--- src/rtl/apb_master_bridge.sv ---
// APB3 master: turns the LSU's paddr/pwdata/sel/control registers into single APB transfers.
// Optional ACCESS-phase timeout is compiled in with APB_TIMEOUT_EN.
module apb_master_bridge #(
    parameter int ADDR_W  = 5,
    parameter int DATA_W  = 32,
    parameter int NUM_SLV = 4,
    parameter int TIMEOUT = 255
) (
    input  logic              i_clk,
    input  logic              i_rst,
    input  logic [ADDR_W-1:0] i_apb_paddr,
    input  logic [DATA_W-1:0] i_apb_pwdata,
    input  logic [1:0]        i_apb_sel,
    input  logic [1:0]        i_apb_control,
    output logic [NUM_SLV-1:0] o_psel,
    output logic              o_penable,
    output logic              o_pwrite,
    output logic [ADDR_W-1:0] o_paddr,
    output logic [DATA_W-1:0] o_pwdata,
    input  logic [DATA_W-1:0] i_prdata,
    input  logic              i_pready,
    input  logic              i_pslverr,
    output logic              o_busy,
    output logic              o_done,
    output logic              o_err,
    output logic [DATA_W-1:0] o_rdata
);

    typedef enum logic [1:0] {IDLE, SETUP, ACCESS} state_t;

    state_t              state_q, state_d;
    logic                start_q, start_d;
    logic [ADDR_W-1:0]   addr_q, addr_d;
    logic [DATA_W-1:0]   wdata_q, wdata_d;
    logic [1:0]          sel_q, sel_d;
    logic                write_q, write_d;
    logic                done_q, done_d;
    logic                err_q, err_d;
    logic [DATA_W-1:0]   rdata_q, rdata_d;
    logic                start_evt;

`ifdef APB_TIMEOUT_EN
    localparam int CNT_W = ($clog2(TIMEOUT + 1) > 8) ? $clog2(TIMEOUT + 1) : 8;
    localparam logic [CNT_W-1:0] TMO_LAST = CNT_W'(TIMEOUT - 1);
    logic [CNT_W-1:0]    wait_q, wait_d;
`endif

    // Rising edge of the level-style start bit; a start held across reset release counts once.
    assign start_evt = i_apb_control[0] & ~start_q;

    always_comb begin
        state_d = state_q;
        start_d = i_apb_control[0];
        addr_d  = addr_q;
        wdata_d = wdata_q;
        sel_d   = sel_q;
        write_d = write_q;
        done_d  = done_q;
        err_d   = err_q;
        rdata_d = rdata_q;
`ifdef APB_TIMEOUT_EN
        wait_d  = wait_q;
`endif
        case (state_q)
            IDLE: begin
                if (start_evt) begin
                    addr_d  = i_apb_paddr;
                    wdata_d = i_apb_pwdata;
                    sel_d   = i_apb_sel;
                    write_d = i_apb_control[1];
                    done_d  = 1'b0;
                    err_d   = 1'b0;
                    state_d = SETUP;
                end
            end
            SETUP: begin
`ifdef APB_TIMEOUT_EN
                wait_d  = '0;
`endif
                state_d = ACCESS;
            end
            ACCESS: begin
                if (i_pready) begin
                    if (!write_q) begin
                        rdata_d = i_prdata;
                    end
                    err_d   = i_pslverr;
                    done_d  = 1'b1;
                    state_d = IDLE;
                end
`ifdef APB_TIMEOUT_EN
                // Abort once this is the TIMEOUT-th consecutive ACCESS cycle without PREADY.
                else if (wait_q == TMO_LAST) begin
                    err_d   = 1'b1;
                    done_d  = 1'b1;
                    state_d = IDLE;
                end else begin
                    wait_d  = wait_q + CNT_W'(1);
                end
`endif
            end
            default: state_d = IDLE;
        endcase
    end

    always_ff @(posedge i_clk or negedge i_rst) begin
        if (!i_rst) begin
            state_q <= IDLE;
            start_q <= 1'b0;
            addr_q  <= '0;
            wdata_q <= '0;
            sel_q   <= '0;
            write_q <= 1'b0;
            done_q  <= 1'b0;
            err_q   <= 1'b0;
            rdata_q <= '0;
`ifdef APB_TIMEOUT_EN
            wait_q  <= '0;
`endif
        end else begin
            state_q <= state_d;
            start_q <= start_d;
            addr_q  <= addr_d;
            wdata_q <= wdata_d;
            sel_q   <= sel_d;
            write_q <= write_d;
            done_q  <= done_d;
            err_q   <= err_d;
            rdata_q <= rdata_d;
`ifdef APB_TIMEOUT_EN
            wait_q  <= wait_d;
`endif
        end
    end

    // Out-of-range sel leaves every PSEL low while the FSM still steps through the transfer.
    always_comb begin
        o_psel = '0;
        for (int i = 0; i < NUM_SLV; i++) begin
            o_psel[i] = (state_q != IDLE) && (int'(sel_q) == i);
        end
    end

    assign o_penable = (state_q == ACCESS);
    assign o_busy    = (state_q != IDLE);
    assign o_pwrite  = write_q;
    assign o_paddr   = addr_q;
    assign o_pwdata  = wdata_q;
    assign o_done    = done_q;
    assign o_err     = err_q;
    assign o_rdata   = rdata_q;

endmodule
--- config.mk ---
export PLATFORM = sky130hd
export DESIGN_NAME = apb_master_bridge
export DESIGN_NICKNAME = d
export VERILOG_FILES = /design/src/rtl/apb_master_bridge.sv
export SDC_FILE = /design/constraint.sdc
export NUM_CORES = 1
export LEC_CHECK = 0
export ABC_AREA = 0
export CAP_MARGIN = 20
export CORE_AREA = 2 2 89 91
export CTS_BUF_LIST = sky130_fd_sc_hd__clkbuf_16
export DETAILED_ROUTE_END_ITERATION = 16
export DIE_AREA = 0 0 91 93
export PLACE_DENSITY = 0.85
export SLEW_MARGIN = 20
export SYNTH_ARGS = -nofsm -noshare
export SYNTH_HDL_FRONTEND = slang
export SYNTH_SLANG_ARGS = --single-unit
export TNS_END_PERCENT = 30
--- constraint.sdc ---
create_clock -name i_clk -period 3.8 [get_ports i_clk]
set_input_delay 0.57 -clock i_clk [delete_from_list [all_inputs] [get_ports i_clk]]
set_output_delay 0.57 -clock i_clk [all_outputs]
set_load 0.02 [all_outputs]
==> impl_metrics.yaml, run 1 <==
outcome:
  outcome: "complete, no violations"
synthesis:
  synth_cell_types: 20
  ys_seq_area_share_pct: 59.3
  ys_top_cells_by_area: "dfrtp_1 (59%), mux2_4 (31%), buf_6 (2.1%), buf_12 (1.8%), mux2_2 (1.7%)"
  synthArstFlopShare_pct: 100
  ys_warn_count: 0
  syn_area_um2: 3250
  synthesis.nets: 254
  yosys.area.top_type_share_pct: 59.3
  synth_seq_cells: 77
  yosys.area.top_type: "dfrtp_1"
  synth_area_per_cell_um2: 18.4
  synth_edf_count: 0
  synth_ff_type: "dfrtp_1"
  syn_inst: 177
clock_network:
  cts_inserted_buffers: 9
  clk-insertion-delay-late_ns: 0.32
  cts_max_level: 3
  clkSlewWorstSetupHoldPaths_ns: 0.06
  hold_buffers: 0
  clockRootBuffer: "clkbuf_16"
  cts.sinks: 77
  cts_tree: "done"
  clock_path_buffers: 2
  cts_setup_buffers: 0
  cts_resized: 0
timing:
  timing.final.crit_period_ns: 2.32
  tightest_slew_ns: 0.970
  slew-limit-headroom_pct: 35.4
  setup_viol: 0
  rsz0062_at_grt: "false"
  clock.fmax_mhz: 431
  setup_tns_ns: 0
  finalCritPeriodShare_pct: 61.0
  hold_viol_final: 0
  slew_violations: 0
  fin_skew_ns: 0.00723
final_layout:
  antenna_cells: 0
  drive_gt1_share_pct: 27.4
  post-route-util_pct: 67.7
  area_growth_pct: 56.9
  fill_cells: 575
  final_nets: 412
route:
  wl_per_cell_um: 16.8
  antenna_left: 0
  wl_um: 7400
  via_per_inst: 4.73
  drt-initial-drc-count: 51
  firstDrtPassIters: 4
  drcViolationCount: 0
  vias: 2085
floorplanning:
  io_pins: 155
  core.rowCount: 32
  core_region_area_um2: 7530
  die_w_um: 91
  die_h_um: 93
  start_util_pct: 43.2
  dieArea_um2: 8460
critical_path:
  crit_chain: "nor2_2 > inv_1 > and3_1 > clkdlybuf4s50_1"
  crit_type: "flip-flop to output pin"
  crit_arrival_ns: 1.75
  critPathSlowestCell: "clkdlybuf4s50_1"
  path_max_fanout: 5
  cp.required_ns: 3.23
  worstSetupEndpointType: "output pin"
  start_kind: "flip-flop"
  slowest_delay_ns: 0.53
grt:
  track_usage_pct: 17.8
  globalRoute.totalOverflow: 0
  grt_max_degree: 78
  first_global_vias: 2257
  antenna_found_initial: 0
  grt_pass1_wl_um: 11800
flow_run:
  maxCapViolations: 0
placed_design:
  gp_congestion: 0.737
  hpwl_um: 5310
  io_buffers: 154
power:
  p_per_area_nw_per_um2: 725
  vdd_drop_max_uv: 265
  p_leak_uw: 0.00221
min_path:
  hold_path.class: "input pin to asynchronous set/reset pin"
[through the flow]
step / hold WS, ns / area, µm² / std cells / setup WS (ns) / total power, µW
after detailed placement: 0.492 / 4820 / 426 / 1.22 / 2910
final: 0.379 / 5100 / 441 / 1.48 / 3690
after global placement: 0.488 / 4820 / 426 / 1.28 / 2870
after floorplan: 0.274 / 3250 / 177 / 2.20 / 2130
after CTS: 0.434 / 5100 / 441 / 1.45 / 3730
after global routing: 0.487 / 5100 / 441 / 1.37 / 3860
[placed cells by master (no fill, tap or decap), types with 2 or more instances in the layout]
cell / n
mux2_2: 5
clkbuf_16: 9
nor3b_1: 2
inv_1: 3
mux2_4: 68
clkdlybuf4s50_1: 153
clkinv_2: 2
clkinv_1: 2
dfrtp_1: 77
buf_4: 2
[report_power, final]
part	internal [µW]	total, µW	switching (µW)
logic	940	1590	652
registers	1120	1300	184
clock network	497	800	303
total	2550	3690	1140
[worst paths after layout]
kind	to	slack, ns	depth (start not counted)	from
worst max-delay path	o_psel[3]	1.48	4	state_q[0]
worst min-delay path	o_rdata[9]	0.38	1	i_rst
worst max register to register	o_rdata[29]	1.75	4	state_q[1]
worst min register to register	o_rdata[28]	0.51	1	o_rdata[28]
max in group asynchronous	o_rdata[30]	2.76	1	i_rst
min in group i_clk	o_rdata[28]	0.51	1	o_rdata[28]
[cells in the mapped netlist (all sizes together), types with 2 or more instances]
library cell and instances:
mux2 73, nor3b 2, inv 3, nor2b 2
dfrtp 77, buf 9, nor2 2
[routing by layer]
metal | global-route usage [%] | vias up | wire (µm)
met1 | 22.9 | 1044 | 3110
met4 | 6.19 | 0 | 81
met5 | 0 | - | 0
met2 | 29.2 | 100 | 3720
li1 | - | 932 | -
met3 | 4.92 | 9 | 486
[flip-flops by register name, summed over array words and instances, names as in the netlist]
| signal | cells |
|---|---|
| o_done | 1 |
| o_err | 1 |
| o_paddr | 5 |
| o_pwdata | 32 |
| o_pwrite | 1 |
| o_rdata | 32 |
| sel_q | 2 |
| start_q | 1 |
| state_q | 2 |
[final cells by class]
type / instances / area, µm² / share of cell area [%]
Multi-Input combinational cell: 88 / 1180 / 23.2
Clock inverter: 6 / 55.1 / 1.08
Timing Repair Buffer: 156 / 1570 / 30.7
Tap cell: 102 / 128 / 2.50
Clock buffer: 9 / 225 / 4.42
Inverter: 3 / 11.3 / 0.221
Sequential cell: 77 / 1930 / 37.8
[kinds of logic (layout without fill, tap and decap cells)]
group                  count (synthesis)  count (layout)  synth area share (%)
muxes                                 73              73                  33.2
AOI/OAI and AO/OA                      3               3                 0.693
buffers and inverters                 12             174                  4.28
DFF                                   77              77                  59.3
and+or+nand+nor                       12              12                  2.54
[worst max-delay path: cells and delay by family (launching register included)]
| family | cells | cell delay (ns) |
|---|---|---|
| buf+inv | 2 | 0.60 |
| flops | 1 | 0.45 |
| simple gates | 2 | 0.38 |
No activity file was read; power rests on OpenSTA's default activity.
==> inputs of run 2 (changes only) <==
- CORE_AREA: 2 2 89 91 -> 2 2 93 95
- DIE_AREA: 0 0 91 93 -> 0 0 95 97
- PLACE_DENSITY: 0.85 -> 0.78
- clock period: 3.8 -> 2.3 ns (I/O delays scaled with it)
==> impl_metrics.yaml, run 2 (same netlist as run 1, synthesis figures left out) <==
critical_path:
  worstRegToRegCells: 4
  path_max_fanout: 5
  r2r_slack_ns: 0.68
  cp.required_ns: 1.96
  timing.rr.start: "state_q[1]"
  worstSetupEndpointType: "output pin"
  start_kind: "flip-flop"
  r2r_end: "o_paddr[0]"
  crit_chain: "nor2_2 > inv_1 > and3_1 > clkdlybuf4s50_1"
  crit_type: "flip-flop to output pin"
  critPathSlowestCell: "clkdlybuf4s50_1"
  crit_arrival_ns: 1.79
  slowest_delay_ns: 0.53
power:
  p_leak_uw: 0.00224
  vdd_drop_max_uv: 487
  p_per_area_nw_per_um2: 1180
clock_network:
  clk-insertion-delay-late_ns: 0.33
  cts_resized: 0
  cts_tree: "done"
  hold_buffers: 1
  cts_setup_buffers: 0
  cts_inserted_buffers: 9
  cts.sinks: 77
  cts_max_level: 3
  clkSlewWorstSetupHoldPaths_ns: 0.06
  clock_path_buffers: 2
  clockRootBuffer: "clkbuf_16"
timing:
  timing.final.crit_period_ns: 2.14
  setup_viol: 0
  clock.fmax_mhz: 468
  finalCritPeriodShare_pct: 93.0
  worst_slack_ns: 0.162
  slew-limit-headroom_pct: 67.9
  tightest_slew_ns: 0.482
  slew_violations: 0
  hold_viol_final: 0
  fin_skew_ns: 0.00761
  setup_tns_ns: 0
  rsz0062_at_grt: "false"
route:
  drcViolationCount: 0
  via_per_inst: 4.52
  wl_per_cell_um: 15.6
  wl_um: 7010
  drt-initial-drc-count: 54
  antenna_left: 0
  vias: 2027
  firstDrtPassIters: 4
min_path:
  hold_path_depth: 1
  hold_start: "i_apb_control[0]"
  hold_end: "start_q"
  hold_path.class: "input pin to flip-flop"
placed_design:
  gp_congestion: 0.749
  io_buffers: 154
  hpwl_um: 5010
  dp_slack_ns: 0.383
  place_inst: 431
outcome:
  outcome: "complete, no violations"
final_layout:
  layout.cells.non_filler: 448
  layout_commonest_cell: "clkdlybuf4s50_1"
  final_nets: 415
  fill_cells: 609
  regArea_um2: 1930
  antenna_cells: 0
  final_cell_mix: "clkdlybuf4s50_1 (153), dfrtp_1 (77), mux2_4 (68)"
  drive_gt1_share_pct: 28.6
  post-route-util_pct: 63.4
  area_growth_pct: 58.8
  multiInputGateArea_um2: 1180
floorplanning:
  die_h_um: 97
  start_util_pct: 39.9
  io_pins: 155
  die_w_um: 95
  core.rowCount: 33
  dieArea_um2: 9220
  core_region_area_um2: 8130
grt:
  first_global_vias: 2160
  grt_max_degree: 42
  grt_pass1_wl_um: 11100
  track_usage_pct: 15.6
  globalRoute.totalOverflow: 0
  antenna_found_initial: 0
flow_run:
  maxCapViolations: 0
[run 2: cell count changes in the layout (fill, tap and decap cells not counted)]
| cell | delta |
|---|---|
| dlygate4sd3_1 | +1 |
| clkinv_1 | -2 |
| inv_6 | +4 |
| buf_12 | +2 |
| bufinv_16 | -1 |
| clkinv_2 | -2 |
| inv_8 | +1 |
| clkinv_4 | +1 |
[run 2: metrics by stage]
stage          hold slack [ns]  total power [µW]  cell area [µm²]
5_1_grt                  0.486              6410             5160
3_5_place_dp             0.345              4790             4860
4_1_cts                  0.476              6190             5160
2_1_floorplan           0.0494              3520             3250
3_3_place_gp             0.338              4750             4860
6_report                 0.489              6110             5160
[run 2: cell type report]
cell class	count	share of cell area [%]
sequential	77	37.4
timing repair buffer	159	31.3
multi-input combinational	88	23.0
clock buffer	9	4.37
tap	105	2.55
clock inverter	7	1.21
inverter	3	0.218
[run 2: power breakdown]
group          switching [µW]  total, µW  internal, µW
Sequential                286       2130          1840
Combinational            1070       2630          1560
Clock                     591       1350           755
[run 2: worst max path at each step]
stage                                 from           to  slack (ns)  depth (start not counted)
final                           state_q[1]    o_psel[3]        0.16                          4
after detailed placement  i_apb_control[0]   o_paddr[0]        0.38                          5
after global placement    i_apb_control[0]  o_pwdata[1]        0.43                          5
after global routing            state_q[1]    o_psel[3]        0.06                          4
after floorplan                 state_q[1]  o_rdata[10]        0.78                          5
after CTS                       state_q[1]    o_psel[3]        0.13                          4
[run 2: metal layers]
metal  global-route usage, %  wire length, µm  up-vias
met5                       0                0        -
met4                    5.02               34        0
met2                    24.9             3460       84
li1                        -                -      940
met1                    19.6             2940      999
met3                    5.76              569        4
[run 2: critical path: cells and delay by family (launching register included)]
family | cells | cell delay [ns]
simple gates | 2 | 0.42
flops | 1 | 0.44
buf+inv | 2 | 0.61
